===== src/rtl/trace_drain_arbiter.sv =====
// Round-robin drain of NUM_SOURCES trace buffers into one valid/ready consumer.
// One request outstanding at a time; the record is captured REQ_LATENCY cycles after the request.
package trace_pkg;
  typedef struct packed {
    logic [31:0] time_start;
    logic [31:0] time_end;
    logic [15:0] event_id;
  } trace_data_t;

  typedef struct packed {
    logic [3:0]  core_id;
    logic [3:0]  flags;
    trace_data_t if_data;
  } trace_output;
endpackage

module trace_drain_arbiter #(
  parameter  int NUM_SOURCES = 4,
  parameter  int REQ_LATENCY = 1,
  parameter  int COUNT_WIDTH = 16,
  localparam int SRC_W       = $clog2(NUM_SOURCES)
) (
  input  logic                                      clk,
  input  logic                                      rst,
  input  logic [NUM_SOURCES-1:0]                    src_data_present,
  output logic [NUM_SOURCES-1:0]                    src_data_request,
  input  trace_pkg::trace_output [NUM_SOURCES-1:0]  src_trace_element,
  output logic                                      out_valid,
  input  logic                                      out_ready,
  output trace_pkg::trace_output                    out_trace,
  output logic [SRC_W-1:0]                          out_source,
  output logic [COUNT_WIDTH-1:0]                    drained_count,
  output logic                                      busy
);

  localparam int LAT_W = $clog2(REQ_LATENCY + 1);

  typedef enum logic [1:0] {
    IDLE    = 2'd0,
    REQUEST = 2'd1,
    WAIT    = 2'd2,
    OUTPUT  = 2'd3
  } state_t;

  state_t                  r_state;
  state_t                  w_next_state;
  logic [SRC_W-1:0]        r_grant;
  logic [SRC_W-1:0]        r_rr_ptr;
  logic [LAT_W-1:0]        r_lat_cnt;
  trace_pkg::trace_output  r_out_trace;
  logic [SRC_W-1:0]        r_out_source;
  logic [COUNT_WIDTH-1:0]  r_count;

  logic [2*NUM_SOURCES-1:0] w_dbl;
  logic [NUM_SOURCES-1:0]   w_rot;
  logic [SRC_W-1:0]         w_off;
  logic [SRC_W:0]           w_sum;
  logic [SRC_W-1:0]         w_pick;
  logic [SRC_W-1:0]         w_next_ptr;
  logic                     w_any;

  // Rotate the present flags so bit 0 is the rr_ptr source; the lowest set bit is the winner.
  assign w_dbl = {src_data_present, src_data_present} >> r_rr_ptr;
  assign w_rot = w_dbl[NUM_SOURCES-1:0];
  assign w_any = |src_data_present;

  always_comb begin
    w_off = '0;
    for (int i = NUM_SOURCES - 1; i >= 0; i--) begin
      if (w_rot[i]) begin
        w_off = SRC_W'(i);
      end
    end
  end

  always_comb begin
    w_sum = {1'b0, r_rr_ptr} + {1'b0, w_off};
    if (w_sum >= (SRC_W+1)'(NUM_SOURCES)) begin
      w_sum = w_sum - (SRC_W+1)'(NUM_SOURCES);
    end
    w_pick = w_sum[SRC_W-1:0];
  end

  assign w_next_ptr = (r_grant == SRC_W'(NUM_SOURCES - 1)) ? '0 : r_grant + SRC_W'(1);

  always_ff @(posedge clk) begin
    if (rst) begin
      r_state <= IDLE;
    end else begin
      r_state <= w_next_state;
    end
  end

  always_comb begin
    w_next_state = r_state;
    case (r_state)
      IDLE:    if (w_any) w_next_state = REQUEST;
      REQUEST: w_next_state = WAIT;
      WAIT:    if (r_lat_cnt == LAT_W'(1)) w_next_state = OUTPUT;
      OUTPUT:  if (out_ready) w_next_state = IDLE;
      default: w_next_state = IDLE;
    endcase
  end

  // The grant is frozen at arbitration; the request goes out even if that source has since emptied.
  always_ff @(posedge clk) begin
    if (rst) begin
      r_grant      <= '0;
      r_rr_ptr     <= '0;
      r_lat_cnt    <= '0;
      r_out_trace  <= '0;
      r_out_source <= '0;
      r_count      <= '0;
    end else begin
      case (r_state)
        IDLE: begin
          if (w_any) r_grant <= w_pick;
        end
        REQUEST: begin
          r_lat_cnt <= LAT_W'(REQ_LATENCY);
        end
        WAIT: begin
          r_lat_cnt <= r_lat_cnt - LAT_W'(1);
          if (r_lat_cnt == LAT_W'(1)) begin
            r_out_trace  <= src_trace_element[r_grant];
            r_out_source <= r_grant;
          end
        end
        OUTPUT: begin
          if (out_ready) begin
            if (r_count != '1) r_count <= r_count + COUNT_WIDTH'(1);
            r_rr_ptr <= w_next_ptr;
          end
        end
        default: ;
      endcase
    end
  end

  assign src_data_request = (r_state == REQUEST) ? (NUM_SOURCES'(1) << r_grant) : '0;
  assign out_valid        = (r_state == OUTPUT);
  assign busy             = (r_state != IDLE);
  assign out_trace        = r_out_trace;
  assign out_source       = r_out_source;
  assign drained_count    = r_count;

endmodule


===== config.mk =====
export PLATFORM = sky130hd
export DESIGN_NAME = trace_drain_arbiter
export DESIGN_NICKNAME = d
export VERILOG_FILES = /design/src/rtl/trace_drain_arbiter.sv
export SDC_FILE = /design/constraint.sdc
export NUM_CORES = 1
export LEC_CHECK = 0
export ABC_AREA = 1
export CORE_AREA = 3 3 184 186
export DETAILED_ROUTE_END_ITERATION = 8
export DIE_AREA = 0 0 187 189
export PLACE_DENSITY = 0.63
export SYNTH_ARGS = -nofsm -noshare
export SYNTH_HDL_FRONTEND = slang
export SYNTH_SLANG_ARGS = --single-unit

===== constraint.sdc =====
create_clock -name clk -period 2.3 [get_ports clk]
set_input_delay 0.46 -clock clk [delete_from_list [all_inputs] [get_ports clk]]
set_output_delay 0.46 -clock clk [all_outputs]
set_load 0.01 [all_outputs]

==> out/results.tsv, run 1 <==
stage	metric	value	unit
floorplan	rows	66	
global_routing	gr-total-overflow	0	
clock_network	cts_tree	built	
finish	final.fill_count	3395	
global_routing	grt_util_all_layers	18.50	%
critical_path	cpMaxStageDelayCell	clkdlybuf4s50_1	
floorplan	dieArea	35340	sq um
sta	final_max_slew_viol_count	0	
finish	nets	1993	
critical_path	end_kind	primary output	
min_path	hp-start	rst	
sta	finalSetupViolations	0	
clock_network	clock_sinks	113	
min_path	min_path_cells	2	
global_routing	grt_pass1_vias	9279	
global_routing	grt_max_degree	104	
detailed_routing	ant_nets	0	
critical_path	timing.rr.end	r_grant[1]$_SDFFE_PP0P_	
clock_network	clk_latency	410	ps
sta	fin_skew	9.853	ps
placed_design	postPlaceCellArea	12370	sq um
synth	syn-mean-instance-area	6.112	sq um
min_path	min_path_type	in -> reg	
clock_network	cts_buffer_depth	2	
detailed_routing	wl_per_cell	16.49	microns
critical_path	cp_top_family	buffers and inverters	
finish	syn_to_final_growth	75.90	%
sta	fmax	453.8	MHz
critical_path	r2r-start	r_rr_ptr[0]$_SDFFE_PP0P_	
floorplan	dieHeight	189	microns
power_and_ir_drop	power.leakage	5.496	nW
power_and_ir_drop	powerDensity	871.6	nW/um^2
floorplan	die_w	187	microns
clock_network	ctsResizeCount	0	
placed_design	gp_congestion	0.8515	
critical_path	worst_path_largest_cell_delay	530	ps
sta	rsz0062_at_grt	false	
synth	synth_cell_types	29	
critical_path	cp.arrival	1740	ps
synth	ys_seq_area_share	30.56	%
clock_network	cts_made_buffers	17	
critical_path	critPathMaxFanout	4	
synth	synthCells	1211	
sta	period_minus_slack	2204	ps
critical_path	rr_worst_depth	12	
global_routing	grt_pass1_wl	52340	microns
critical_path	crit_buf_inv	3	
critical_path	crit_type	reg -> out	
clock_network	ctsHtreeMaxLevel	4	
sta	slew_headroom	62.48	%
critical_path	path_cells	inv_1 > ha_2 > nand2_1 > inv_1 > clkdlybuf4s50_1	
sta	worstMarginPinSlew	562.8	ps
detailed_routing	route.detailed.drc	0	
job	cap_violations	0	
synth	syn_area	7402	sq um
synth	ys_warn_count	0	
critical_path	ff2ff_setup_slack	450	ps
critical_path	crit_path_frequent_cell	inv_1	
detailed_routing	drt_iter0_markers	407	
detailed_routing	drt_wl_total	34310	microns
sta	setup_tns	0	ps
floorplan	coreArea	32450	sq um
critical_path	critPathLaunchType	register	
detailed_routing	num_vias	9590	
status	status	finished clean	
floorplan	start_util	22.81	%
clock_network	cts-root-buf	clkbuf_16	
min_path	min_to	drained_count[10]$_SDFFE_PP0P_	
synth	synth_nets	1580	
detailed_routing	via_per_inst	4.611	
sta	period_share	95.82	%
clock_network	cts.reportedPaths.clkPinSlew	60	ps
finish	final_area	13020	sq um
sta	hold_viol	0	
floorplan	ios	471	
global_routing	antenna_found_initial	1	
critical_path	crit_required	1840	ps
placed_design	dpl.hpwl	25140	microns
placed_design	io_buffers	470	
detailed_routing	firstDrtPassIters	4	
power_and_ir_drop	irDropWorstVdd	0.6812	mV
clock_network	postCtsSetupBuffers	0	
finish	drive_gt1_share	4.459	%
synth	ys_ff_latch	113	
clock_network	cts_hold_buf	0	
## through the flow
stage          power (mW)  utilization (%)  hold WS (ps)  setup WS [ps]  std cells
3_3_place_gp        8.430            38.12         502.2          164.8       2047
5_1_grt             12.27            40.12         490.6          7.351       2080
2_1_floorplan       6.170                -         490.3          636.8       1211
3_5_place_dp        8.491            38.12         503.9          111.5       2047
4_1_cts             11.50            40.08         467.0          25.27       2079
6_report            11.35            40.12         485.4          96.17       2080
## cells by family (layout without fill, tap and decap cells)
group                    count (synthesis)  after routing  synth area share, %
flip-flops                             113            113                30.56
AO/OA/AOI/OAI                          388            388                28.52
AND/OR/NAND/NOR                        477            477                24.97
adder cells (fa/ha/maj)                 10             10                1.690
buffers and inverters                  211            637                12.85
XOR/XNOR                                12             12                1.420
other                                    0              1                    0
## worst reg2reg max path, cell delays in order, from the launching register on
cell and delay (ps):
dfxtp_1 440, inv_1 140, nand2_1 110, nand3_1 70
nand2_1 90, nand3_1 60, a21boi_0 220, ha_1 200
xor2_1 180, inv_1 60, nand2_1 60, nand2_1 40
a21oi_1 110
## sequential cells by signal (all words and copies together), names as in the netlist
register       flops
r_state            2
r_grant            2
r_rr_ptr           2
r_lat_cnt          1
drained_count     16
out_trace         88
out_source         2
## worst max path at each step
stage                                       start                      end  cells past startpoint
after floorplan           r_grant[0]$_SDFFE_PP0P_      src_data_request[0]                      8
after global placement        src_data_present[1]  r_grant[1]$_SDFFE_PP0P_                     12
after detailed placement      src_data_present[1]  r_grant[1]$_SDFFE_PP0P_                     12
after CTS                 r_grant[0]$_SDFFE_PP0P_      src_data_request[0]                      5
after global routing      r_state[1]$_SDFFE_PP0P_      src_data_request[1]                      5
final                     r_state[1]$_SDFFE_PP0P_      src_data_request[1]                      5
## layout by cell type, fill, tap and decap left out, types with 9 or more instances in the layout
cell type        count
nand2_1             69
o22ai_1             89
xor2_1              11
a21oi_2             10
clkdlybuf4s50_1    466
clkbuf_16           18
nor2_1             376
nand3_1             18
buf_4                9
o21ai_1             64
a21oi_1             11
ha_1                 9
dfxtp_1            111
o21ai_0            211
inv_1              117
## power by group
part	internal, mW	leakage [nW]	switching (mW)
registers	2.30	0.917	0.251
clock network	1.82	0.310	1.09
logic	2.45	4.27	3.44
## synthesized netlist by cell type
cell / instances / area [sq um]
nor2_1: 376 / 1411
xnor2_1: 1 / 8.760
buf_4: 13 / 97.59
xor2_1: 11 / 96.34
clkbuf_1: 49 / 183.9
nand2_2: 5 / 31.28
nand4_1: 3 / 18.77
a21boi_0: 1 / 7.510
buf_1: 8 / 30.03
clkinv_1: 1 / 3.750
o31a_1: 1 / 8.760
nand2_1: 69 / 259.0
nand3_1: 18 / 90.09
inv_4: 1 / 6.260
nor2_2: 2 / 12.51
o21ai_0: 211 / 1056
buf_6: 13 / 146.4
a21oi_2: 10 / 87.58
dfxtp_1: 113 / 2262
buf_2: 8 / 40.04
ha_1: 10 / 125.1
nor3_2: 1 / 10.01
o21ai_1: 64 / 320.3
inv_2: 1 / 3.750
inv_1: 117 / 439.2
o21bai_4: 1 / 18.77
nor3_1: 3 / 15.01
a21oi_1: 11 / 55.05
o22ai_1: 89 / 556.8
## layer usage
layer	GRT usage, %	up-vias	wire, microns
li1	-	4795	-
met5	0	-	0
met4	5.409	0	720
met3	5.406	34	2518
met1	21.77	4381	14020
met2	32.70	380	17050
## layout make-up
| type | instances | area [sq um] | area share [%] |
|---|---|---|---|
| timing repair buffer | 485 | 4910 | 37.71 |
| multi-input combinational | 887 | 4197 | 32.23 |
| sequential | 113 | 2267 | 17.41 |
| tap | 442 | 553.0 | 4.248 |
| clock buffer | 19 | 464.2 | 3.565 |
| inverter | 120 | 454.2 | 3.488 |
| clock inverter | 13 | 172.7 | 1.326 |
| antenna | 1 | 2.502 | 0.01922 |
No activity file was read; power rests on OpenSTA's default activity.
==> run 2, diff against run 1 <==
RECOVER_POWER = 100   (was not set)
==> run 2 against run 1 <==
Compared with the run above:
- sequential cell count unchanged
- sequential power about the same
- fmax about the same
- total power decreased by 2.0%
- register-to-register slack worse by 210 ps
- global-route usage stayed put
- combinational power shrank 3.6%
- critical endpoint unchanged
- largest power group unchanged
==> out/results.tsv, run 2 (same netlist as run 1, synthesis figures left out) <==
stage	metric	value	unit	change
finish	nets	1993		unchanged
finish	final_cell_mix	nor2_1, clkdlybuf4s50_1, o21ai_0		was clkdlybuf4s50_1, nor2_1, o21ai_0
floorplan	coreArea	32450	sq um	unchanged
critical_path	timing.rr.end	drained_count[11]$_SDFFE_PP0P_		was r_grant[1]$_SDFFE_PP0P_
floorplan	rows	66		unchanged
detailed_routing	firstDrtPassIters	5		was 4
global_routing	gr-total-overflow	0		unchanged
finish	largest_reg_flops	88		unchanged
job	cap_violations	0		unchanged
sta	finalSetupViolations	0		unchanged
detailed_routing	route.detailed.drc	0		unchanged
clock_network	cts-root-buf	clkbuf_16		unchanged
finish	syn_to_final_growth	74.81	%	was 75.90%
critical_path	crit_type	reg -> out		unchanged
global_routing	grt_pass1_wl	52340	microns	unchanged
detailed_routing	num_vias	9623		was 9590
detailed_routing	ant_nets	0		unchanged
critical_path	cpMaxStageDelayCell	clkdlybuf4s50_1		unchanged
sta	period_minus_slack	2205	ps	was 2204 ps
detailed_routing	drt_iter0_markers	426		was 407
finish	multi_input_area	4158	sq um	was 4197 sq um
finish	drive_gt1_share	3.971	%	was 4.459%
global_routing	grt_pass1_vias	9279		unchanged
sta	worstMarginPinSlew	859.5	ps	was 562.8 ps
clock_network	ctsHtreeMaxLevel	4		unchanged
power_and_ir_drop	p_sw	4.709	mW	was 4.781 mW
power_and_ir_drop	p_int	6.407	mW	was 6.567 mW
power_and_ir_drop	powerDensity	859.1	nW/um^2	was 871.6 nW/um^2
floorplan	ios	471		unchanged
power_and_ir_drop	irDropWorstVdd	0.6816	mV	was 0.6812 mV
finish	seq_area	2267	sq um	unchanged
critical_path	crit_required	1840	ps	about the same
critical_path	cp.arrival	1740	ps	about the same
floorplan	dieHeight	189	microns	unchanged
global_routing	antenna_found_initial	1		unchanged
min_path	min_path_type	in -> reg		unchanged
power_and_ir_drop	switching_share	42.36	%	was 42.13%
sta	rsz0062_at_grt	false		unchanged
critical_path	rr_worst_depth	7		was 12
critical_path	ff2ff_setup_slack	240	ps	was 450 ps
clock_network	postCtsSetupBuffers	0		unchanged
clock_network	cts.reportedPaths.clkPinSlew	60	ps	about the same
critical_path	path_cells	inv_1 > ha_2 > nand2_1 > inv_1 > clkdlybuf4s50_1		unchanged
critical_path	end_kind	primary output		unchanged
clock_network	cts_buffer_depth	2		unchanged
sta	slew_headroom	42.70	%	was 62.48%
placed_design	io_buffers	470		unchanged
sta	fin_skew	9.964	ps	was 9.853 ps
floorplan	start_util	22.81	%	unchanged
power_and_ir_drop	power.leakage	5.785	nW	was 5.496 nW
sta	hold_viol	0		unchanged
placed_design	gp_congestion	0.8515		unchanged
global_routing	grt_max_degree	104		unchanged
clock_network	cts_hold_buf	0		unchanged
power_and_ir_drop	power	11.12	mW	was 11.35 mW
status	status	finished clean		unchanged
sta	setup_tns	0	ps	unchanged
critical_path	critPathLaunchType	register		unchanged
sta	final_max_slew_viol_count	0		unchanged
critical_path	crit_path_frequent_cell	inv_1		unchanged
clock_network	cts_tree	built		unchanged
finish	layout_commonest_cell	nor2_1		was clkdlybuf4s50_1
floorplan	die_w	187	microns	unchanged
floorplan	dieArea	35340	sq um	unchanged
critical_path	critPathMaxFanout	4		unchanged
placed_design	dpl.hpwl	25140	microns	unchanged
sta	period_share	95.85	%	was 95.82%
clock_network	clock_sinks	113		unchanged
detailed_routing	wl_per_cell	16.50	microns	was 16.49 microns
global_routing	grt_util_all_layers	18.50	%	unchanged
power_and_ir_drop	pwr-share-comb	51.0	%	was 51.8%
min_path	hp-start	rst		unchanged
critical_path	worst_path_largest_cell_delay	520	ps	was 530 ps
detailed_routing	drt_wl_total	34310	microns	about the same
detailed_routing	via_per_inst	4.626		was 4.611
min_path	min_path_cells	2		unchanged
clock_network	ctsResizeCount	0		unchanged
critical_path	r2r-start	drained_count[1]$_SDFFE_PP0P_		was r_rr_ptr[0]$_SDFFE_PP0P_
sta	fmax	453.6	MHz	was 453.8 MHz
min_path	min_to	drained_count[10]$_SDFFE_PP0P_		unchanged
power_and_ir_drop	pwr-share-clk	26.3	%	was 25.7%
clock_network	clk_latency	410	ps	about the same
clock_network	cts_made_buffers	17		unchanged
finish	final.fill_count	3414		was 3395
power_and_ir_drop	sequentialPowerShare	22.8	%	was 22.5%
==> run 2: changes by cell type in the layout (fill, tap and decap cells not counted), moves of 2 or more <==
cell             before  now
clkdlybuf4s50_1     466  359
dlygate4sd3_1         0  107
o21ai_0             211  273
o21ai_1              64    2
a21oi_1              11   16
a21oi_2              10    5
dlymetal6s2s_1        3    0
buf_12                7    5
clkbuf_1              0    2
nand2_1              69   71
==> run 2: layout make-up <==
type / count / area share, %
sequential: 113 / 17.52
timing repair buffer: 485 / 37.62
inverter: 120 / 3.510
tap: 442 / 4.274
antenna: 1 / 0.01934
clock buffer: 19 / 3.587
clock inverter: 13 / 1.334
multi-input combinational: 887 / 32.13
==> run 2: power by group through the flow <==
| stage | Clock, mW | Sequential (mW) | Combinational [mW] |
|---|---|---|---|
| after global routing | 3.12 | 2.57 | 6.33 |
| after detailed placement | 0 | 2.60 | 5.89 |
| after global placement | 0 | 2.58 | 5.85 |
| final | 2.92 | 2.53 | 5.67 |
| after CTS | 3.02 | 2.56 | 5.93 |
| after floorplan | 0 | 2.64 | 3.53 |
==> run 2: how the worst max path moves through the flow <==
stage | start | to | cells past startpoint
after floorplan | r_grant[0]$_SDFFE_PP0P_ | src_data_request[0] | 8
after global placement | src_data_present[1] | r_grant[1]$_SDFFE_PP0P_ | 12
after detailed placement | src_data_present[1] | r_grant[1]$_SDFFE_PP0P_ | 12
after CTS | r_grant[0]$_SDFFE_PP0P_ | src_data_request[0] | 5
after global routing | r_state[1]$_SDFFE_PP0P_ | src_data_request[1] | 5
final | r_state[1]$_SDFFE_PP0P_ | src_data_request[1] | 5
==> run 2: worst max-delay path, delay by kind of cell (launching register included) <==
family | cells | cell delay (ps)
buffers and inverters | 3 | 690
and+or+nand+nor | 1 | 90
DFF | 1 | 330
adders and majority gates | 1 | 220
==> run 2: per-layer routing <==
layer	track usage, %	up-vias	share of wire [%]
met2	32.70	402	50
li1	-	4795	-
met5	0	-	0
met4	5.409	0	2.2
met3	5.406	34	7.6
met1	21.77	4392	41
==> run 2: metrics by stage <==
stage	worst slack (ps)	std cells	instance area (sq um)	utilization (%)	hold slack [ps]
2_1_floorplan	636.8	1211	7402	-	490.3
5_1_grt	7.351	2080	12940	39.87	490.6
3_5_place_dp	111.5	2047	12370	38.12	503.9
3_3_place_gp	164.8	2047	12370	38.12	502.2
6_report	95.39	2080	12940	39.87	485.1
4_1_cts	25.27	2079	13010	40.08	467.0
==> run 3, diff against run 2 <==
CORE_AREA = 2 2 183 185   (was 3 3 184 186)
DIE_AREA = 0 0 185 187   (was 0 0 187 189)
RECOVER_POWER = 25   (was 100)
==> run 3 against run 2 <==
Compared with the run above:
- setup slack gained 40 ps
- sequential share of layout area is essentially flat
- sequential cell count is the same
- critical endpoint is now src_data_request[0]
- cell area grew 0.31%
- core utilization shrank 0.37 points
- critical path depth is the same
- via count shrank 1.3%
- routed wire length shrank 2.8%
- register-to-register slack gained 90 ps
- fmax grew 1.8%
- highest routed layer is now met5
- clock-buffer cell count shrank 2
==> out/results.tsv, run 3 (same netlist as run 1, synthesis figures left out) <==
stage	metric	value	unit	change
floorplan	coreArea	32860	sq um	was 32450 sq um
sta	final_max_slew_viol_count	0		unchanged
finish	layout_commonest_cell	clkdlybuf4s50_1		was nor2_1
finish	nets	1993		unchanged
power_and_ir_drop	power.leakage	5.427	nW	was 5.785 nW
critical_path	crit_type	reg -> out		unchanged
status	status	finished clean		unchanged
floorplan	ios	471		unchanged
finish	finalCoreUtilization	39.50	%	was 39.87%
global_routing	grt_util_all_layers	18.38	%	was 18.50%
global_routing	antenna_found_initial	3		was 1
power_and_ir_drop	pwr-share-comb	52.4	%	was 51.0%
detailed_routing	firstDrtPassIters	4		was 5
clock_network	cts-root-buf	clkbuf_16		unchanged
floorplan	dieArea	34600	sq um	was 35340 sq um
clock_network	clock_sinks	113		unchanged
detailed_routing	wl_met3	2659	microns	was 2622 microns
power_and_ir_drop	sequentialPowerShare	22.5	%	was 22.8%
power_and_ir_drop	pwr-share-clk	25.1	%	was 26.3%
sta	fin_skew	14.38	ps	was 9.964 ps
job	cap_violations	0		unchanged
sta	setup_tns	0	ps	unchanged
detailed_routing	num_vias	9497		was 9623
sta	period_minus_slack	2165	ps	was 2205 ps
sta	hold_viol	0		unchanged
global_routing	grt_max_degree	99		was 104
detailed_routing	via_per_inst	4.551		was 4.626
finish	final_area	12980	sq um	was 12940 sq um
critical_path	critPathMaxFanout	4		unchanged
clock_network	clk_latency	410	ps	about the same
clock_network	cts_made_buffers	17		unchanged
global_routing	grt_pass1_vias	9083		was 9279
clock_network	cts.reportedPaths.clkPinSlew	60	ps	about the same
detailed_routing	top_layer	met5		was met4
floorplan	die_w	185	microns	was 187 microns
finish	final_cell_mix	clkdlybuf4s50_1, nor2_1, o21ai_0		was nor2_1, clkdlybuf4s50_1, o21ai_0
sta	finalSetupViolations	0		unchanged
sta	slew_headroom	52.18	%	was 42.70%
placed_design	gp_congestion	0.8625		was 0.8515
critical_path	crit_required	1840	ps	about the same
finish	largest_reg_flops	88		unchanged
clock_network	cts_hold_buf	0		unchanged
sta	fmax	461.9	MHz	was 453.6 MHz
global_routing	gr-total-overflow	0		unchanged
finish	drive_gt1_share	4.398	%	was 3.971%
sta	fin_hold_ws	513.8	ps	was 485.1 ps
detailed_routing	wl_met2	16200	microns	was 17050 microns
placed_design	postPlaceCellArea	12380	sq um	was 12370 sq um
detailed_routing	drt-met1-wl	13790	microns	was 13900 microns
sta	rsz0062_at_grt	false		unchanged
clock_network	cts_buffer_depth	2		unchanged
finish	syn_to_final_growth	75.35	%	was 74.81%
critical_path	cp.arrival	1700	ps	was 1740 ps
detailed_routing	drt_wl_total	33340	microns	was 34310 microns
sta	worst_slack	135.1	ps	was 95.39 ps
critical_path	critPathLaunchType	register		unchanged
floorplan	start_util	22.53	%	was 22.81%
detailed_routing	drt_iter0_markers	431		was 426
global_routing	grt_pass1_wl	49940	microns	was 52340 microns
power_and_ir_drop	p_int	6.456	mW	was 6.407 mW
power_and_ir_drop	irDropWorstVdd	0.7495	mV	was 0.6816 mV
power_and_ir_drop	powerDensity	864.4	nW/um^2	was 859.1 nW/um^2
placed_design	pre_cts_slack	120.9	ps	was 111.5 ps
placed_design	io_buffers	470		unchanged
power_and_ir_drop	p_sw	4.764	mW	was 4.709 mW
sta	period_share	94.13	%	was 95.85%
critical_path	end_kind	primary output		unchanged
min_path	min_path_type	reg -> reg		was in -> reg
floorplan	rows	67		was 66
sta	worstMarginPinSlew	717.3	ps	was 859.5 ps
power_and_ir_drop	switching_share	42.46	%	was 42.36%
placed_design	dpl.hpwl	24330	microns	was 25140 microns
floorplan	dieHeight	187	microns	was 189 microns
clock_network	postCtsSetupBuffers	0		unchanged
detailed_routing	wl_per_cell	15.98	microns	was 16.50 microns
clock_network	cts_tree	built		unchanged
detailed_routing	route.detailed.drc	0		unchanged
clock_network	ctsHtreeMaxLevel	4		unchanged
detailed_routing	ant_nets	0		unchanged
## run 3: timing repair
action                                 CTS  global route
resized for setup                        0             2
setup endpoints to repair                0             2
endpoints found under the hold margin    0             0
## run 3: final cells by class
class                           instances  area [sq um]
Antenna cell                            2         5.005
Multi-Input combinational cell        887          4189
Timing Repair Buffer                  485          4892
Sequential cell                       113          2270
Inverter                              120         454.2
Tap cell                              448         560.5
Clock buffer                           17         425.4
Fill cell                            3465         19880
Clock inverter                         15         183.9
## run 3: metrics by stage
stage | power, mW | instances
6_report | 11.22 | 2087
5_1_grt | 12.03 | 2087
4_1_cts | 11.38 | 2085
3_5_place_dp | 8.497 | 2053
3_3_place_gp | 8.457 | 2053
2_1_floorplan | 6.170 | 1211
## run 3: power by group through the flow
stage,clock network (mW),registers (mW),logic (mW)
after floorplan,0,2.64,3.53
after CTS,2.89,2.53,5.96
after detailed placement,0,2.57,5.93
final,2.81,2.53,5.88
after global placement,0,2.56,5.90
after global routing,2.98,2.57,6.47
## run 3: routing by layer
layer	up-vias	global-route usage (%)
met5	-	0
met4	2	5.464
met3	29	4.770
met2	364	32.61
met1	4308	21.51
li1	4794	-
## run 3: worst max-delay path: stages, from the launching register on
cell,delay [ps]
dfxtp_1,330
inv_1,110
ha_2,210
nand2_1,60
inv_1,50
clkdlybuf4s50_1,540
## run 3: worst paths after layout
| kind | cells past startpoint | from | slack, ps | to |
|---|---|---|---|---|
| worst max-delay path | 5 | r_state[1]$_SDFFE_PP0P_ | 140 | src_data_request[0] |
| worst min-delay path | 2 | drained_count[15]$_SDFFE_PP0P_ | 510 | drained_count[15]$_SDFFE_PP0P_ |
| worst max register to register | 9 | r_state[0]$_SDFFE_PP0P_ | 330 | out_trace[76]$_SDFFE_PP0P_ |
| worst min register to register | 2 | drained_count[15]$_SDFFE_PP0P_ | 510 | drained_count[15]$_SDFFE_PP0P_ |
